--- config.mk ---
export PLATFORM = sky130hd
export DESIGN_NAME = popcount_accum_flat
export DESIGN_NICKNAME = d
export VERILOG_FILES = /design/src/rtl/popcount_accum_pkg.sv /design/src/rtl/popcount_accum_if.sv /design/src/rtl/popcount_accum_ones_count.sv /design/src/rtl/popcount_accum.sv /design/src/flat_wrapper.sv
export SDC_FILE = /design/constraint.sdc
export NUM_CORES = 1
export LEC_CHECK = 0
export CORE_ASPECT_RATIO = 1.5
export CORE_MARGIN = 2
export CORE_UTILIZATION = 45
export DETAILED_ROUTE_END_ITERATION = 10
export GPL_ROUTABILITY_DRIVEN = 0
export GPL_TIMING_DRIVEN = 0
export PLACE_DENSITY = 0.79
export SLEW_MARGIN = 40
export SYNTH_ARGS = -nofsm -noshare
export SYNTH_HDL_FRONTEND = slang
export SYNTH_SLANG_ARGS = --single-unit
--- constraint.sdc ---
create_clock -name clk -period 4.2 [get_ports clk]
set_clock_uncertainty 0.05 [all_clocks]
set_input_delay 0.63 -clock clk [delete_from_list [all_inputs] [get_ports clk]]
set_output_delay 0.63 -clock clk [all_outputs]
set_load 0.005 [all_outputs]
--- src/rtl/popcount_accum_pkg.sv ---
// Shared types and width helpers for the frame-level ones accumulator.
package popcount_pkg;

  typedef enum logic [0:0] {
    ACCUM = 1'b0,
    HOLD  = 1'b1
  } state_e;

  function automatic int cnt_w(input int data_w);
    return $clog2(data_w + 1);
  endfunction

  function automatic int acc_w(input int data_w, input int frame_len);
    return $clog2(data_w * frame_len + 1);
  endfunction

  function automatic int wrd_w(input int frame_len);
    return $clog2(frame_len + 1);
  endfunction

endpackage

--- src/rtl/popcount_accum_if.sv ---
// Word-in / frame-result stream bundle for popcount_accum.
interface popcount_accum_if import popcount_pkg::*; #(
  parameter int DATA_W    = 10,
  parameter int FRAME_LEN = 16
) ();
  localparam int ACC_W = acc_w(DATA_W, FRAME_LEN);
  localparam int WRD_W = wrd_w(FRAME_LEN);

  logic [DATA_W-1:0] in_data;
  logic              in_valid;
  logic              in_last;
  logic              in_ready;
  logic [ACC_W-1:0]  out_sum;
  logic [WRD_W-1:0]  out_words;
  logic              out_valid;
  logic              out_ready;

  modport master (
    output in_data, in_valid, in_last, out_ready,
    input  in_ready, out_sum, out_words, out_valid
  );

  modport slave (
    input  in_data, in_valid, in_last, out_ready,
    output in_ready, out_sum, out_words, out_valid
  );
endinterface

--- src/rtl/popcount_accum_ones_count.sv ---
// Combinational population count of one input word.
module ones_count #(
  parameter int DATA_W = 10,
  parameter int CNT_W  = 4
) (
  input  logic [DATA_W-1:0] data,
  output logic [CNT_W-1:0]  count
);
  // Sum of the individual bits of the word.
  always_comb begin
    count = '0;
    for (int i = 0; i < DATA_W; i++) begin
      count = count + CNT_W'(data[i]);
    end
  end
endmodule

--- src/rtl/popcount_accum.sv ---
// Frame ones accumulator: sums per-word popcounts until in_last or FRAME_LEN words.
// Optional build macro POPCOUNT_ACCUM_PIPE_EN inserts a stage between popcount and adder.
module popcount_accum import popcount_pkg::*; #(
  parameter int DATA_W    = 10,
  parameter int FRAME_LEN = 16
) (
  input logic             clk,
  input logic             rst,
  popcount_accum_if.slave bus
);
  localparam int CNT_W = cnt_w(DATA_W);
  localparam int ACC_W = acc_w(DATA_W, FRAME_LEN);
  localparam int WRD_W = wrd_w(FRAME_LEN);
  localparam logic [WRD_W-1:0] LAST_IDX = WRD_W'(FRAME_LEN - 1);

  logic [CNT_W-1:0] cnt_s;
  logic             close_s;
  state_e           state_r;
  logic [ACC_W-1:0] acc_r;
  logic [ACC_W-1:0] sum_r;
  logic [WRD_W-1:0] wcnt_r;
  logic [WRD_W-1:0] words_r;
  logic             valid_r;

  ones_count #(.DATA_W(DATA_W), .CNT_W(CNT_W)) u_ones (
    .data  (bus.in_data),
    .count (cnt_s)
  );

  // A word closes its frame on in_last or when it fills the frame; both at once is one close.
  assign close_s       = bus.in_last || (wcnt_r == LAST_IDX);
  assign bus.out_sum   = sum_r;
  assign bus.out_words = words_r;
  assign bus.out_valid = valid_r;

`ifdef POPCOUNT_ACCUM_PIPE_EN
  logic [CNT_W-1:0] pcnt_r;
  logic [WRD_W-1:0] pwords_r;
  logic             plast_r;
  logic             pvalid_r;
  logic             closing_r;

  // closing_r stops intake once a closing word sits in the stage, until the result is taken.
  assign bus.in_ready = !rst && (state_r == ACCUM) && !closing_r;

  // Front half: word counting and the popcount stage register.
  always_ff @(posedge clk or posedge rst) begin
    if (rst) begin
      pcnt_r    <= '0;
      pwords_r  <= '0;
      plast_r   <= 1'b0;
      pvalid_r  <= 1'b0;
      closing_r <= 1'b0;
      wcnt_r    <= '0;
    end else if (bus.in_valid && bus.in_ready) begin
      pvalid_r <= 1'b1;
      pcnt_r   <= cnt_s;
      plast_r  <= close_s;
      pwords_r <= wcnt_r + WRD_W'(1);
      if (close_s) begin
        wcnt_r    <= '0;
        closing_r <= 1'b1;
      end else begin
        wcnt_r <= wcnt_r + WRD_W'(1);
      end
    end else begin
      pvalid_r <= 1'b0;
      if ((state_r == HOLD) && bus.out_ready) begin
        closing_r <= 1'b0;
      end
    end
  end

  // Back half: accumulator, result registers and frame FSM.
  always_ff @(posedge clk or posedge rst) begin
    if (rst) begin
      state_r <= ACCUM;
      acc_r   <= '0;
      sum_r   <= '0;
      words_r <= '0;
      valid_r <= 1'b0;
    end else begin
      case (state_r)
        ACCUM: begin
          if (pvalid_r) begin
            if (plast_r) begin
              sum_r   <= acc_r + ACC_W'(pcnt_r);
              words_r <= pwords_r;
              acc_r   <= '0;
              valid_r <= 1'b1;
              state_r <= HOLD;
            end else begin
              acc_r <= acc_r + ACC_W'(pcnt_r);
            end
          end
        end
        HOLD: begin
          if (bus.out_ready) begin
            valid_r <= 1'b0;
            state_r <= ACCUM;
          end
        end
        default: begin
          valid_r <= 1'b0;
          state_r <= ACCUM;
        end
      endcase
    end
  end
`else
  assign bus.in_ready = !rst && (state_r == ACCUM);

  // Frame FSM with accumulator and result registers in one stage.
  always_ff @(posedge clk or posedge rst) begin
    if (rst) begin
      state_r <= ACCUM;
      acc_r   <= '0;
      wcnt_r  <= '0;
      sum_r   <= '0;
      words_r <= '0;
      valid_r <= 1'b0;
    end else begin
      case (state_r)
        ACCUM: begin
          if (bus.in_valid) begin
            if (close_s) begin
              sum_r   <= acc_r + ACC_W'(cnt_s);
              words_r <= wcnt_r + WRD_W'(1);
              acc_r   <= '0;
              wcnt_r  <= '0;
              valid_r <= 1'b1;
              state_r <= HOLD;
            end else begin
              acc_r  <= acc_r + ACC_W'(cnt_s);
              wcnt_r <= wcnt_r + WRD_W'(1);
            end
          end
        end
        HOLD: begin
          if (bus.out_ready) begin
            valid_r <= 1'b0;
            state_r <= ACCUM;
          end
        end
        default: begin
          valid_r <= 1'b0;
          state_r <= ACCUM;
        end
      endcase
    end
  end
`endif
endmodule
--- src/flat_wrapper.sv ---
// flat-port wrapper written by rule: the top's interface ports become plain ports
module popcount_accum_flat import popcount_pkg::*;
#(
  parameter int DATA_W    = 10,
  parameter int FRAME_LEN = 16
)
  (clk, rst, bus_in_data, bus_in_valid, bus_in_last, bus_out_ready, bus_in_ready, bus_out_sum, bus_out_words, bus_out_valid);
  popcount_accum_if #(.DATA_W(DATA_W), .FRAME_LEN(FRAME_LEN)) bus_i ();
  input logic clk;
  input logic rst;
  input wire logic [$bits(bus_i.in_data)-1:0] bus_in_data;
  input wire logic [$bits(bus_i.in_valid)-1:0] bus_in_valid;
  input wire logic [$bits(bus_i.in_last)-1:0] bus_in_last;
  input wire logic [$bits(bus_i.out_ready)-1:0] bus_out_ready;
  output wire logic [$bits(bus_i.in_ready)-1:0] bus_in_ready;
  output wire logic [$bits(bus_i.out_sum)-1:0] bus_out_sum;
  output wire logic [$bits(bus_i.out_words)-1:0] bus_out_words;
  output wire logic [$bits(bus_i.out_valid)-1:0] bus_out_valid;
  assign bus_i.in_data = bus_in_data;
  assign bus_i.in_valid = bus_in_valid;
  assign bus_i.in_last = bus_in_last;
  assign bus_i.out_ready = bus_out_ready;
  assign bus_in_ready = bus_i.in_ready;
  assign bus_out_sum = bus_i.out_sum;
  assign bus_out_words = bus_i.out_words;
  assign bus_out_valid = bus_i.out_valid;
  popcount_accum #(.DATA_W(DATA_W), .FRAME_LEN(FRAME_LEN)) u_core (.clk(clk), .rst(rst), .bus(bus_i));
endmodule
==> reports/results.ini, run 1 <==
[status]
status=finished clean

[sta]
setup_slack_ns=0.1916
max_freq_mhz=249.5
hold_viol_final=0
worst_pin_slew_ns=0.8074
fin_crit_ns=4.008
setup_violations=0
slew_headroom_pct=45.76
period_share_pct=95.44
final_max_slew_viol_count=0
rsz0062_at_grt=no

[synth]
yosys-top-cells-area=dfrtp_1, fa_1, nand2_1
syn_area_sq_um=1489
syn_area_per_cell_sq_um=10.20
synth_nets=175
synth_fa_ha_area_share_pct=15.29
synth_simple_gate_area_share_pct=12.77
yosys_register_bits=28
syn_inst=146
synth_warnings=0
synthArstFlopShare_pct=100.0
synthXorXnorAreaFrac_pct=4.118
synth_top_family_by_area=adder cells
seq_area_frac_synth_pct=47.06
muxShareOfSynthArea_pct=1.513
netlist.area_leader.share_pct=47.06
synth_top_cell_by_area=dfrtp_1
synth_edf_count=0
yosysUniqueCellTypes=29
synth-compound-area-share_pct=13.19
synthFlopType=dfrtp_1

[routing]
routed_via_density=5.292
wl_per_cell_um=13.63
via_count=1159
drcViolationCount=0
first_pass_iters=4
wl_um=2984
dr_wl_met2_um=1600
ant_nets=0
met1_length_um=1145
routed-wl-met3_um=140
drt-initial-drc-count=22
highest_layer=met4

[die]
dieHeight_um=74.45
dieWidth_um=50.97
dieArea_sq_um=3794
num_rows=25
core-area_sq_um=3159
io_pins=30
initial_core_util_pct=47.13

[power_and_ir_drop]
irDropWorstVdd_v=0.0003853
finalPower_uw=998.5
p_leak_nw=0.8680
powerDensity_nw_per_um2=528.9

[placement]
placed_area_sq_um=1829
port_buffers=29
pre_cts_slack_ns=-0.2068
dp_hpwl_um=2344
dp.cells=215

[flow_run]
max_cap_violations=0

[setup_path]
critical_path_class=input pin to flip-flop
cp-endpoint=u_core.bus.out_sum[6]
cp-startpoint=bus_in_data[0]
critPathCaptureType=flip-flop
worstRegToRegCells=11
cp-start-kind=input pin
r2r_end=u_core.bus.out_sum[6]
worstPathRequired_ns=4.29
r2r_start=u_core.acc_r[0]
critPathArrivalTime_ns=4.10
crit_fanout=4
reg2reg_slack_ns=1.13

[final_layout]
final_cell_mix=clkdlybuf4s50_1, dfrtp_1, nand2_1
nets=209
final_common_cell=clkdlybuf4s50_1
area_growth_pct=26.81
fin_cells=219
nFillCells=285
n_antenna_cell=0
drive_above_1_share_pct=7.821
final_cell_area_sq_um=1888

[clocking]
cts_tree=built
cts-resized-gates=0
cts_buffers=3
path_clk_slew_ns=0.09
worstSkewPairLatency_ns=0.27
cts-root-buf=clkbuf_8
cts_setup_buffers=0
clockBufferDepth=2
numClockSinks=28
htreeDepth=1
ctsHoldBuffers=0

[global_routing]
globalRouteOverflowTotal=0
grt_pass1_wl_um=5313
grt_max_degree=29
grt_util_all_layers_pct=18.56
grt_pass1_vias=1227
antenna_found_initial=0

[worst_hold_path]
worst_hold_path.num_cells=2
hold_class=flip-flop to flip-flop

-- layer usage --
metal,track usage [%],vias up
met5,0,-
met4,11.41,0
met3,1.406,8
met2,33.19,41
met1,21.38,562
li1,-,548
-- report_power, final --
group	leakage [nW]	switching, mW	internal [mW]
logic	0.471	0.218	0.235
clock network	0.0288	0.0796	0.0839
registers	0.369	0.0450	0.337
total	0.868	0.343	0.656
-- cells in the mapped netlist (2+ instances only) --
| master | instances |
|---|---|
| dfrtp_1 | 28 |
| nand2_1 | 25 |
| o21ai_0 | 18 |
| inv_1 | 17 |
| fa_1 | 7 |
| ha_1 | 7 |
| nor2_1 | 4 |
| xnor2_1 | 4 |
| buf_2 | 3 |
| nand3_1 | 3 |
| xor2_1 | 3 |
| a21oi_1 | 2 |
| a22o_1 | 2 |
| mux2_2 | 2 |
| nor2b_1 | 2 |
| nor3_1 | 2 |
| o21a_1 | 2 |
| o22ai_1 | 2 |
| o31ai_1 | 2 |
| or3_1 | 2 |
-- registers in the layout (all words and copies together) (netlist names) --
signal / flops
u_core.wcnt_r: 5
u_core.state_r: 1
u_core.bus.out_words: 5
u_core.acc_r: 8
u_core.bus.out_valid: 1
u_core.bus.out_sum: 8
-- how the worst min path moves through the flow --
stage	end	slack (ns)	from
2_1_floorplan	u_core.acc_r[3]	0.41	u_core.acc_r[3]
3_3_place_gp	u_core.bus.out_valid	0.41	u_core.bus.out_valid
3_5_place_dp	u_core.bus.out_sum[7]	0.42	u_core.bus.out_sum[7]
4_1_cts	u_core.bus.out_sum[7]	0.44	u_core.bus.out_sum[7]
5_1_grt	u_core.bus.out_words[0]	0.45	u_core.bus.out_words[0]
6_report	u_core.bus.out_sum[7]	0.43	u_core.bus.out_sum[7]
-- worst max-delay path, cell delays in order --
cell and delay, ns:
clkdlybuf4s50_1 0.43, fa_1 0.54, inv_1 0.05, fa_1 0.46, fa_1 0.51, fa_1 0.19
inv_1 0.06, fa_1 0.41, a21o_1 0.21, a21oi_2 0.22, nor2_1 0.09, xnor2_1 0.17
o21ai_0 0.12
-- final cells by class --
| cell class | count | area, sq um | share of cell area (%) |
|---|---|---|---|
| buffer | 4 | 26.28 | 1.392 |
| clock buffer | 4 | 55.05 | 2.916 |
| sequential | 28 | 700.7 | 37.11 |
| multi-input combinational | 97 | 701.9 | 37.18 |
| timing repair buffer | 29 | 290.3 | 15.37 |
| inverter | 17 | 63.81 | 3.380 |
| tap | 40 | 50.05 | 2.651 |
-- through the flow --
stage / util (%) / TNS (ns) / hold slack, ns
after floorplan: - / 0 / 0.4051
after global placement: 57.90 / -0.2842 / 0.4113
after detailed placement: 57.90 / -0.4548 / 0.4194
after CTS: 59.64 / 0 / 0.4390
after global routing: 59.76 / 0 / 0.4512
final: 59.76 / 0 / 0.4315
-- cell families (layout without fill, tap and decap cells) --
family	after synthesis	in the layout
adders and majority gates	14	14
xor gates and xnor gates	7	7
muxes	2	2
DFF	28	28
AOI/OAI and AO/OA	33	33
buffers and inverters	21	54
and+or+nand+nor	41	41
(Power assumes the default switching activity.)
==> run 2, diff against run 1 <==
CORE_MARGIN = unset   (was 2)
CTS_CLUSTER_DIAMETER = 200   (was unset)
==> reports/results.ini, run 2 (same netlist as run 1, synthesis figures left out) <==
[final_layout]
nFillCells=272
final_cell_area_sq_um=1896
drive_above_1_share_pct=7.821
fin_cells=219
nets=209
seqCellArea_sq_um=700.7
final_cell_mix=clkdlybuf4s50_1, dfrtp_1, nand2_1
area_growth_pct=27.31
n_antenna_cell=0
final_common_cell=clkdlybuf4s50_1
multiInputGateArea_sq_um=709.4

[placement]
port_buffers=29
dp_hpwl_um=2311
placed_area_sq_um=1829
dp.cells=215
pre_cts_slack_ns=-0.1641

[sta]
worst_pin_slew_ns=0.8045
final_max_slew_viol_count=0
slew_headroom_pct=45.96
period_share_pct=94.52
timing.hold.ws_ns=0.4348
setup_violations=0
fin_crit_ns=3.970
max_freq_mhz=251.9
setup_slack_ns=0.2303
hold_viol_final=0
rsz0062_at_grt=no

[clocking]
cts_buffers=3
cts_setup_buffers=0
htreeDepth=1
ctsHoldBuffers=0
cts-root-buf=clkbuf_8
clockBufferDepth=2
numClockSinks=28
worstSkewPairLatency_ns=0.28
path_clk_slew_ns=0.09
cts_tree=built

[setup_path]
worstPathRequired_ns=4.30
cpMaxStageDelayCell=fa_1
critPathCaptureType=flip-flop
cp_slowest_stage_delay_ns=0.53
path_cells=clkdlybuf4s50_1 -> fa_1 -> inv_1 -> fa_1 -> fa_1 -> fa_1 -> inv_1 -> fa_1 -> a21o_1 -> a21oi_4 -> nor2_1 -> xnor2_1 -> o21ai_0
worstRegToRegCells=11
critical_path_depth=13
crit_fanout=4
crit_buf_inv=3
cp-start-kind=input pin
timing.critical_path.mode_cell=fa_1
cp_top_family=adder cells
critical_path_class=input pin to flip-flop
critPathArrivalTime_ns=4.07

[routing]
ant_nets=0
drt-initial-drc-count=12
via_count=1164
drcViolationCount=0
routed_via_density=5.315
first_pass_iters=4
wl_um=3049
wl_per_cell_um=13.92

[die]
num_rows=25
initial_core_util_pct=47.13
io_pins=30
dieWidth_um=48.97
dieHeight_um=72.45
core-area_sq_um=3159
dieArea_sq_um=3548

[global_routing]
grt_util_all_layers_pct=19.12
grt_pass1_vias=1237
grt_pass1_wl_um=5161
antenna_found_initial=0
globalRouteOverflowTotal=0
grt_max_degree=29

[worst_hold_path]
worst_hold_path.num_cells=2
hold_class=flip-flop to flip-flop

[power_and_ir_drop]
irDropWorstVdd_v=0.0003009
finalPower_mw=1.017
p_leak_nw=0.8697
powerDensity_nw_per_um2=536.3

[status]
status=finished clean

[flow_run]
max_cap_violations=0

run 2: cell types whose count changed in the layout (fill, tap and decap cells not counted):
| cell | change |
|---|---|
| a21oi_4 | +1 |
| a21oi_2 | -1 |
run 2: layout make-up:
class,count,area share (%)
Tap cell,40,2.640
Timing Repair Buffer,29,15.31
Buffer,4,1.386
Inverter,17,3.366
Clock buffer,4,2.904
Sequential cell,28,36.96
Multi-Input combinational cell,97,37.43
run 2: stage by stage:
stage	util [%]	TNS, ns
5_1_grt	60.00	0
2_1_floorplan	-	0
3_3_place_gp	57.90	-0.2892
6_report	60.00	0
4_1_cts	59.64	0
3_5_place_dp	57.90	-0.3921
run 2: worst paths after layout:
kind                                              start                 endpoint  slack, ns
worst max-delay path                     bus_in_data[0]    u_core.bus.out_sum[6]       0.23
worst min-delay path            u_core.bus.out_words[0]  u_core.bus.out_words[0]       0.43
worst max register to register          u_core.acc_r[0]    u_core.bus.out_sum[6]       1.17
worst min register to register  u_core.bus.out_words[0]  u_core.bus.out_words[0]       0.43
max in group asynchronous                           rst          u_core.acc_r[0]       3.02
min in group asynchronous                           rst          u_core.acc_r[2]       0.71
run 2: worst register-to-register path, cell delays in order, from the launching register on:
cell     delay [ns]
dfrtp_1        0.34
inv_1          0.07
fa_1           0.50
fa_1           0.53
fa_1           0.20
inv_1          0.06
fa_1           0.41
a21o_1         0.23
a21oi_4        0.19
nor2_1         0.08
xnor2_1        0.17
o21ai_0        0.10
run 2: per-layer routing:
layer  vias up  GRT usage [%]  wire [um]
li1        547              -          -
met1       562          21.76       1170
met2        48          34.72       1676
met4         0          10.46         83
met3         7          2.096        119
met5         -              0          0
run 2: repair_timing:
action / 4_1_cts / 5_1_grt
endpoints found under the hold margin: 0 / 0
endpoints found under the setup margin: 0 / 3
resized for setup: 0 / 2
run 2: where the power goes:
| part | total [mW] | leakage, nW | switching [mW] | internal, mW |
|---|---|---|---|---|
| clock network | 0.168 | 0.0288 | 0.0835 | 0.0840 |
| logic | 0.467 | 0.472 | 0.227 | 0.240 |
| registers | 0.382 | 0.369 | 0.0453 | 0.337 |
==> run 3, diff against run 2 <==
clock period = 5 ns   (was 4.2 ns; I/O delays follow)
==> reports/results.ini, run 3 (same netlist as run 1, synthesis figures left out) <==
[setup_path]
crit_fanout=4
reg2reg_slack_ns=1.85
cp_top_family=adder cells
timing.critical_path.mode_cell=fa_1
critPathCaptureType=flip-flop
cpMaxStageDelayCell=fa_1
worstPathRequired_ns=5.09
critical_path_class=input pin to flip-flop
path_cells=clkdlybuf4s50_1 -> fa_1 -> inv_1 -> fa_1 -> fa_1 -> fa_1 -> inv_1 -> fa_1 -> a21o_1 -> a21oi_1 -> nor2_1 -> xnor2_1 -> o21ai_0
cp_slowest_stage_delay_ns=0.53
cp-start-kind=input pin
crit_buf_inv=3
critPathArrivalTime_ns=4.32

[final_layout]
final_common_cell=clkdlybuf4s50_1
nFillCells=274
seqCellArea_sq_um=700.7
n_antenna_cell=0
drive_above_1_share_pct=7.263
area_growth_pct=26.55
postLayoutCoreUtil_pct=59.64
nets=209
multiInputGateArea_sq_um=698.2
final_cell_mix=clkdlybuf4s50_1, dfrtp_1, nand2_1

[clocking]
cts-resized-gates=0
cts_tree=built
cts_buffers=3
cts_setup_buffers=0
numClockSinks=28
worstSkewPairLatency_ns=0.27
cts-root-buf=clkbuf_8
clockBufferDepth=2
htreeDepth=1
path_clk_slew_ns=0.09
ctsHoldBuffers=0

[global_routing]
grt_pass1_wl_um=5161
globalRouteOverflowTotal=0
grt_pass1_vias=1237
antenna_found_initial=0
grt_max_degree=29
grt_util_all_layers_pct=19.12

[routing]
drcViolationCount=0
via_count=1143
wl_per_cell_um=13.32
routed_via_density=5.219
first_pass_iters=4
drt-initial-drc-count=16
ant_nets=0
wl_um=2916

[die]
initial_core_util_pct=47.13
dieArea_sq_um=3548
num_rows=25
core-area_sq_um=3159
dieHeight_um=72.45
io_pins=30
dieWidth_um=48.97

[power_and_ir_drop]
irDropWorstVdd_v=0.0002403
powerDensity_nw_per_um2=444.5
p_leak_nw=0.8672

[sta]
rsz0062_at_grt=no
final_max_slew_viol_count=0
setup_violations=0
setup-tns-final_ns=0
max_freq_mhz=236.6
fin_crit_ns=4.226
setup_slack_ns=0.7743
timing.hold.ws_ns=0.4312
worst_pin_slew_ns=0.8339
period_share_pct=84.51
slew_headroom_pct=43.98
hold_viol_final=0

[worst_hold_path]
hold_class=flip-flop to flip-flop

[status]
status=finished clean

[placement]
dp_hpwl_um=2311
port_buffers=29
pre_cts_slack_ns=0.5159

[flow_run]
max_cap_violations=0

==> run 3: cell count changes in the layout (fill, tap and decap cells not counted) <==
| cell | previous run | this run |
|---|---|---|
| a21oi_1 | 1 | 2 |
| a21oi_4 | 1 | 0 |
==> run 3: worst paths after layout <==
path | from | end | depth (start not counted)
setup / recovery | bus_in_data[0] | u_core.bus.out_sum[6] | 13
min in group asynchronous | rst | u_core.bus.out_words[2] | 2
hold reg to reg | u_core.bus.out_sum[5] | u_core.bus.out_sum[5] | 2
hold / removal | u_core.bus.out_sum[5] | u_core.bus.out_sum[5] | 2
setup reg to reg | u_core.acc_r[0] | u_core.bus.out_sum[6] | 11
max in group asynchronous | rst | u_core.acc_r[6] | 2
==> run 3: stage by stage <==
stage | total power, mW | std cells | cell area, sq um
finish | 0.8376 | 219 | 1884
global route | 0.9151 | 219 | 1884
CTS | 0.8476 | 219 | 1884
detailed placement | 0.7111 | 215 | 1829
global placement | 0.6879 | 215 | 1829
floorplan | 0.5589 | 146 | 1489
==> run 3: tightest hold or removal path, cell delays in order, from the launching register on <==
cell	delay (ns)
dfrtp_1	0.35
nand2_1	0.04
o21ai_0	0.06
==> run 3: area by class of cell <==
cell class	instances	area share [%]
inverter	17	3.386
sequential	28	37.18
clock buffer	4	2.922
buffer	4	1.394
multi-input combinational	97	37.05
timing repair buffer	29	15.41
tap	40	2.656
==> run 3: layer usage <==
| layer | wire (um) | track usage, % | vias up |
|---|---|---|---|
| met4 | 76 | 10.46 | 0 |
| met1 | 1140 | 21.76 | 547 |
| met3 | 95 | 2.096 | 7 |
| met2 | 1604 | 34.72 | 44 |
| li1 | - | - | 545 |
| met5 | 0 | 0 | - |
==> run 3: power breakdown <==
part           leakage, nW  switching [mW]  internal, mW
Clock               0.0288          0.0654        0.0704
Combinational        0.470           0.182         0.199
Sequential           0.369          0.0378         0.283
Total                0.867           0.286         0.552
